`src/rtl/comparator_pkg.sv`:
```
// Shared definitions for the registered magnitude comparator.
// Relation bit positions are shared with downstream consumers.
package comparator_pkg;

  localparam int unsigned CMP_WIDTH_DEF = 1;

  localparam int unsigned REL_EQ = 0;
  localparam int unsigned REL_NE = 1;
  localparam int unsigned REL_GA = 2;
  localparam int unsigned REL_GB = 3;

  typedef logic [3:0] rel_t;

  function automatic rel_t pack_rel(
    input logic eq,
    input logic ga,
    input logic gb
  );
    rel_t r;
    r         = '0;
    r[REL_EQ] = eq;
    r[REL_NE] = ~eq;
    r[REL_GA] = ga;
    r[REL_GB] = gb;
    return r;
  endfunction

endpackage

```
`src/rtl/comparator_cell.sv`:
```
// Combinational relation cell: equal, not-equal, A>B and B>A.
// SIGNED selects two's-complement or plain binary ordering.
module comparator_cell
  import comparator_pkg::*;
#(
  parameter int unsigned WIDTH  = CMP_WIDTH_DEF,
  parameter bit          SIGNED = 1'b0
) (
  input  logic [WIDTH-1:0] a_i,
  input  logic [WIDTH-1:0] b_i,
  output rel_t             rel_o
);

  logic eq;
  logic ga;
  logic gb;

  assign eq = (a_i == b_i);

  generate
    if (SIGNED) begin : g_signed
      assign ga = ($signed(a_i) > $signed(b_i));
      assign gb = ($signed(b_i) > $signed(a_i));
    end else begin : g_unsigned
      assign ga = (a_i > b_i);
      assign gb = (b_i > a_i);
    end
  endgenerate

  assign rel_o = pack_rel(eq, ga, gb);

endmodule

```
`src/rtl/comparator_2bit_reg.sv`:
```
// Registered comparator: relation flags one cycle after a valid strobe.
// Flags hold while idle; o_valid marks a fresh result.
module comparator_2bit_reg
  import comparator_pkg::*;
#(
  parameter int unsigned WIDTH  = CMP_WIDTH_DEF,
  parameter bit          SIGNED = 1'b0
) (
  input  logic             i_clk,
  input  logic             i_rst,
  input  logic             i_valid,
  input  logic [WIDTH-1:0] i_a,
  input  logic [WIDTH-1:0] i_b,
  output logic             o_valid,
  output logic             o_equal,
  output logic             o_not_equal,
  output logic             o_great_a,
  output logic             o_great_b
);

  rel_t rel;
  rel_t rel_d;
  rel_t rel_q;
  logic valid_d;
  logic valid_q;

  comparator_cell #(
    .WIDTH (WIDTH),
    .SIGNED(SIGNED)
  ) u_cell (
    .a_i  (i_a),
    .b_i  (i_b),
    .rel_o(rel)
  );

  // Operands are ignored entirely when not valid.
  always_comb begin
    rel_d   = rel_q;
    valid_d = 1'b0;
    if (i_valid) begin
      rel_d   = rel;
      valid_d = 1'b1;
    end
  end

  always_ff @(posedge i_clk) begin
    if (i_rst) begin
      rel_q   <= '0;
      valid_q <= 1'b0;
    end else begin
      rel_q   <= rel_d;
      valid_q <= valid_d;
    end
  end

  assign o_valid     = valid_q;
  assign o_equal     = rel_q[REL_EQ];
  assign o_not_equal = rel_q[REL_NE];
  assign o_great_a   = rel_q[REL_GA];
  assign o_great_b   = rel_q[REL_GB];

endmodule

```
`config.mk`:
```
export PLATFORM = sky130hd
export DESIGN_NAME = comparator_2bit_reg
export DESIGN_NICKNAME = d
export VERILOG_FILES = /design/src/rtl/comparator_pkg.sv /design/src/rtl/comparator_cell.sv /design/src/rtl/comparator_2bit_reg.sv
export SDC_FILE = /design/constraint.sdc
export NUM_CORES = 1
export LEC_CHECK = 0
export CORE_AREA = 2 2 39 41
export CTS_CLUSTER_SIZE = 12
export DETAILED_ROUTE_END_ITERATION = 8
export DIE_AREA = 0 0 41 43
export GPL_TIMING_DRIVEN = 0
export HOLD_SLACK_MARGIN = 0.06
export SYNTH_ARGS = -nofsm -noshare
export SYNTH_HDL_FRONTEND = slang
export SYNTH_SLANG_ARGS = --single-unit
```
`constraint.sdc`:
```
create_clock -name i_clk -period 0.9 [get_ports i_clk]
set_input_delay 0.09 -clock i_clk [delete_from_list [all_inputs] [get_ports i_clk]]
set_output_delay 0.09 -clock i_clk [all_outputs]
set_load 0.02 [all_outputs]
```
-- Yosys cells after proc, flatten, opt, wreduce, memory -nomap -nowiden
Index checks and enable logic that the tools add are counted.
- register bits after elaboration: 5
- bits in latches: 0
- memory bits (writable): 0
- ROM bits: 0
- bits of input ports: 5
- output and inout port bits: 5
- logic and storage cells: 7
- memories kept: 0
- add/sub/neg operators: 0
- multiply operators: 0
- divide/modulo/power cells: 0
- $lt $le $gt $ge: 2
- equality and inequality tests: 1
- shift-type cells: 0
- multiplexer cells: 1
- bitwise gates (word level): 1
- reductions and logical operators: 0
- operators with widths (operator ; count):
    $gt 1x1->1 ; 2
    $eq 1x1->1 ; 1
    $mux 1 ; 1
    $not 1->1 ; 1

-- Logic depth before layout (Yosys ltp)
- depth in word-level cells: 2
- mapped depth: 4
- gate-level depth less buffers: 4

-- Modules after synthesis
From an unflattened synthesis, not the netlist that was laid out.
- cells, all modules: 23
- area total of the unflattened synthesis: 231.5 µm²
- by module, submodules not included (module ; instances ; cells an instance ; area each (µm²) ; sequential area each (µm²)):
    comparator_2bit_reg ; 1 ; 15 ; 172.7 ; 100.1
    comparator_cell ; 1 ; 8 ; 58.8 ; 0.0

-- Worst setup path before layout
OpenSTA, ideal clock, no wires.
- path type: register to register
- start point: register rel_q[1] (netlist name)
- end point: register rel_q[1]
- setup time: 0.079 ns
- data arrival time: 0.619 ns
- data required time: 0.821 ns
- slack: 0.202 ns
- stages on the path, launching flop included: 3
- buffers on the path: 0
- period minus slack after synthesis: 0.698 ns
- cell sequence: dfxtp_1 > nor2_1 > a211oi_2
- RTL lines (what ; line ; RTL):
    end signal: assignment ; comparator_2bit_reg.sv:51 ; rel_q <= rel_d;
    end: declaration ; comparator_2bit_reg.sv:23 ; rel_t rel_q;

-- Worst setup path after layout
- start point: input port i_b
- end point: register rel_q[0]
- longest elaborated chain between the ends: 1
- ends and longest elaborated chain (what ; line ; RTL):
    start: declaration ; comparator_2bit_reg.sv:13 ; input logic [WIDTH-1:0] i_b,
    $eq 1x1->1 ; comparator_cell.sv:18 ; assign eq = (a_i == b_i);
    net rel[0] ; comparator_2bit_reg.sv:21 ; rel_t rel;
The timed path passes the listed nets, and every way through them passes these cells.
A chain may end at the register's enable or synchronous reset.

==> reports/qor.csv <==
stage;metric;value;unit
floorplanning;core area;1380;um2
routing;Antenna Nets Post-Route;0;
power_and_ir_drop;power density cells;1790;nW/um2
cts;clk buf depth;2;
floorplanning;Die Width;41;um
outcome;status;complete, no violations;
critical_path;critical path fanouts, max;2;
critical_path;worst-path cell chain;clkdlybuf4s50_1 > ha_4 > mux2i_1 > nor2_1;
yosys;synthesized flop and latch total;5;
cts;Reg clk slew, reported paths;0.05;ns
yosys;Yosys top cell area share;0.482;
timing;final hold violation count;0;
routing;Vias per Instance;3.63;
finish;Antenna Cells;0;
finish;Core Util, Final;0.241;
hold_path;HP Class;input port to flip-flop;
routing;DRC viols;0;
flow_run;max_cap viols;0;
timing;Setup WS post-layout;0.0145;ns
timing;Final Max Tran Viols;0;
critical_path;CP startpoint;i_b;
floorplanning;Vert. Die Dim;43;um
cts;clock latency on the worst-skew pair;0.24;ns
timing;fin crit share;0.984;
global_route;GRT overflow;0;
cts;H-tree depth;1;
yosys;Syn Nets;26;
yosys;average cell area after synthesis;10.9;um2
finish;Final nets;40;
cts;Setup Fix Bufs, Post-CTS;0;
yosys;sequential fraction of the synthesis area;0.482;
hold_path;min-delay src;i_valid;
yosys;top post-synthesis cells by area;dfxtp_1, mux2i_1, ha_1;
yosys;Mapped Cells;19;
yosys;Synth area leader;dfxtp_1;
finish;Reg area;100;um2
floorplanning;initial core utilization;0.150;
critical_path;CP endpoint kind;flip-flop;
routing;drt total wl;411;um
power_and_ir_drop;peak supply drop;0.000495;V
global_route;first-pass GRT wire length;669;um
timing;slew margin rel.;0.852;
routing;Pre-antenna DRT Iters;4;
global_route;antenna violations before repair;0;
routing;DR vias;174;
critical_path;CP max stage cell;clkdlybuf4s50_1;
critical_path;worst stage delay on the critical path;0.52;ns
yosys;YS warnings;0;
cts;CTS Buf Count;3;
critical_path;critical path class;input port to flip-flop;
yosys;Distinct cells, synth;8;
floorplanning;I/O pin count;10;
power_and_ir_drop;leakage power;0.000168;uW
placed_design;global placer's final weighted congestion;0.696;
global_route;Global Route Usage Sum;0.0643;
global_route;largest net degree at the start of global routing;7;
placed_design;port buffer count;8;
cts;CTS tree;yes;
placed_design;HPWL after detailed placement;317;um
timing;RSZ-0062 raised after global routing;false;
routing;First DRT Iteration DRCs;1;
critical_path;reg2reg start;rel_q[3];
cts;CTS Root Cell;clkbuf_4;
finish;Layout area overhead;60.2;%
finish;multi-input logic area;101;um2
global_route;vias in the first global route;160;
timing;FMAX;1.13;GHz
timing;Setup-failing EPs final;0;
timing;Layout Skew;0;ns
finish;FILL cells;155;
critical_path;critical path launch point type;input port;
placed_design;pre-CTS setup slack;-0.366;ns
finish;share of cells above drive strength 1;0.375;
floorplanning;die area;1760;um2
routing;post-DR wirelength/cell;8.56;um
floorplanning;Core Rows;14;
timing;Min Clock Period, post-route;0.886;ns
critical_path;Crit path required time;1.02;ns
timing;worst slew pin tran;0.221;ns
critical_path;Arr. time, crit path;1.01;ns
cts;Sink Count;5;
yosys;Mapped Area;208;um2
## per-layer routing
metal | global-route usage | vias up | routed length [um]
met1 | 0.0772 | 77 | 172
met4 | 0.0600 | 0 | 0
li1 | - | 87 | -
met2 | 0.0688 | 10 | 193
met5 | 0 | - | 0
met3 | 0.0471 | 0 | 46
## registers in the layout, summed over array words and instances (netlist names)
name / flops
rel_q: 4
o_valid: 1
## cell usage after synthesis, drive strengths merged
| cell type | count |
|---|---|
| inv | 2 |
| nor2 | 4 |
| a211oi | 1 |
| buf | 1 |
| ha | 2 |
| dfxtp | 5 |
| nor2b | 1 |
| mux2i | 3 |
## cells by family (layout without fill, tap and decap cells)
logic type,Yosys count,in the layout,synth area share
buf+inv,3,16,0.0904
mux,3,3,0.145
fa+ha+maj,2,2,0.120
compound gates,1,1,0.0602
simple gates,5,5,0.102
flops,5,5,0.482
## power breakdown
part / internal, uW / switching (uW) / leakage [uW]
Combinational: 46.8 / 48.5 / 0.000112
Clock: 168 / 92.0 / 0.0000150
Sequential: 235 / 5.19 / 0.0000412
## final cells by class
class / count / share of cell area
Tap cell: 16 / 0.0602
Inverter: 2 / 0.0226
Timing Repair Buffer: 9 / 0.199
Sequential cell: 5 / 0.301
Multi-Input combinational cell: 11 / 0.305
Clock buffer: 4 / 0.0789
Buffer: 1 / 0.0338
## worst paths after layout
check	end	slack, ns	cells after the start
worst max-delay path	rel_q[0]	0.01	4
worst min-delay path	rel_q[1]	0.26	3
worst max register to register	rel_q[3]	0.29	2
worst min register to register	rel_q[2]	0.49	2
## what timing repair did
action                                  CTS  global route
endpoints found under the setup margin    7             1
hold endpoints to repair                  1             0
hold buffers                              1             0
gates resized for setup                  23             1
## cell usage in the layout, fill, tap and decap left out, drive strengths merged
cell / n
a211oi: 1
buf: 6
clkbuf: 4
clkdlybuf4s50: 2
dfxtp: 5
dlygate4sd2: 1
dlymetal6s4s: 1
ha: 2
inv: 2
mux2i: 3
nor2: 4
nor2b: 1
## critical path, delay by kind of cell
kind,cells,cell delay [ns]
buf+inv,1,0.52
fa+ha+maj,1,0.22
mux,1,0.12
simple gates,1,0.06
## stage by stage
| stage | instances | total power (uW) | hold slack (ns) | instance area (um2) | TNS [ns] |
|---|---|---|---|---|---|
| after global routing | 48 | 648 | 0.282 | 333 | 0 |
| final | 48 | 595 | 0.264 | 333 | 0 |
| after floorplan | 19 | 295 | 0.162 | 208 | 0 |
| after detailed placement | 43 | 343 | 0.310 | 308 | -1.59 |
| after global placement | 43 | 342 | 0.307 | 308 | -1.56 |
| after CTS | 48 | 613 | 0.409 | 330 | 0 |
No activity file was read; power rests on OpenSTA's default activity.
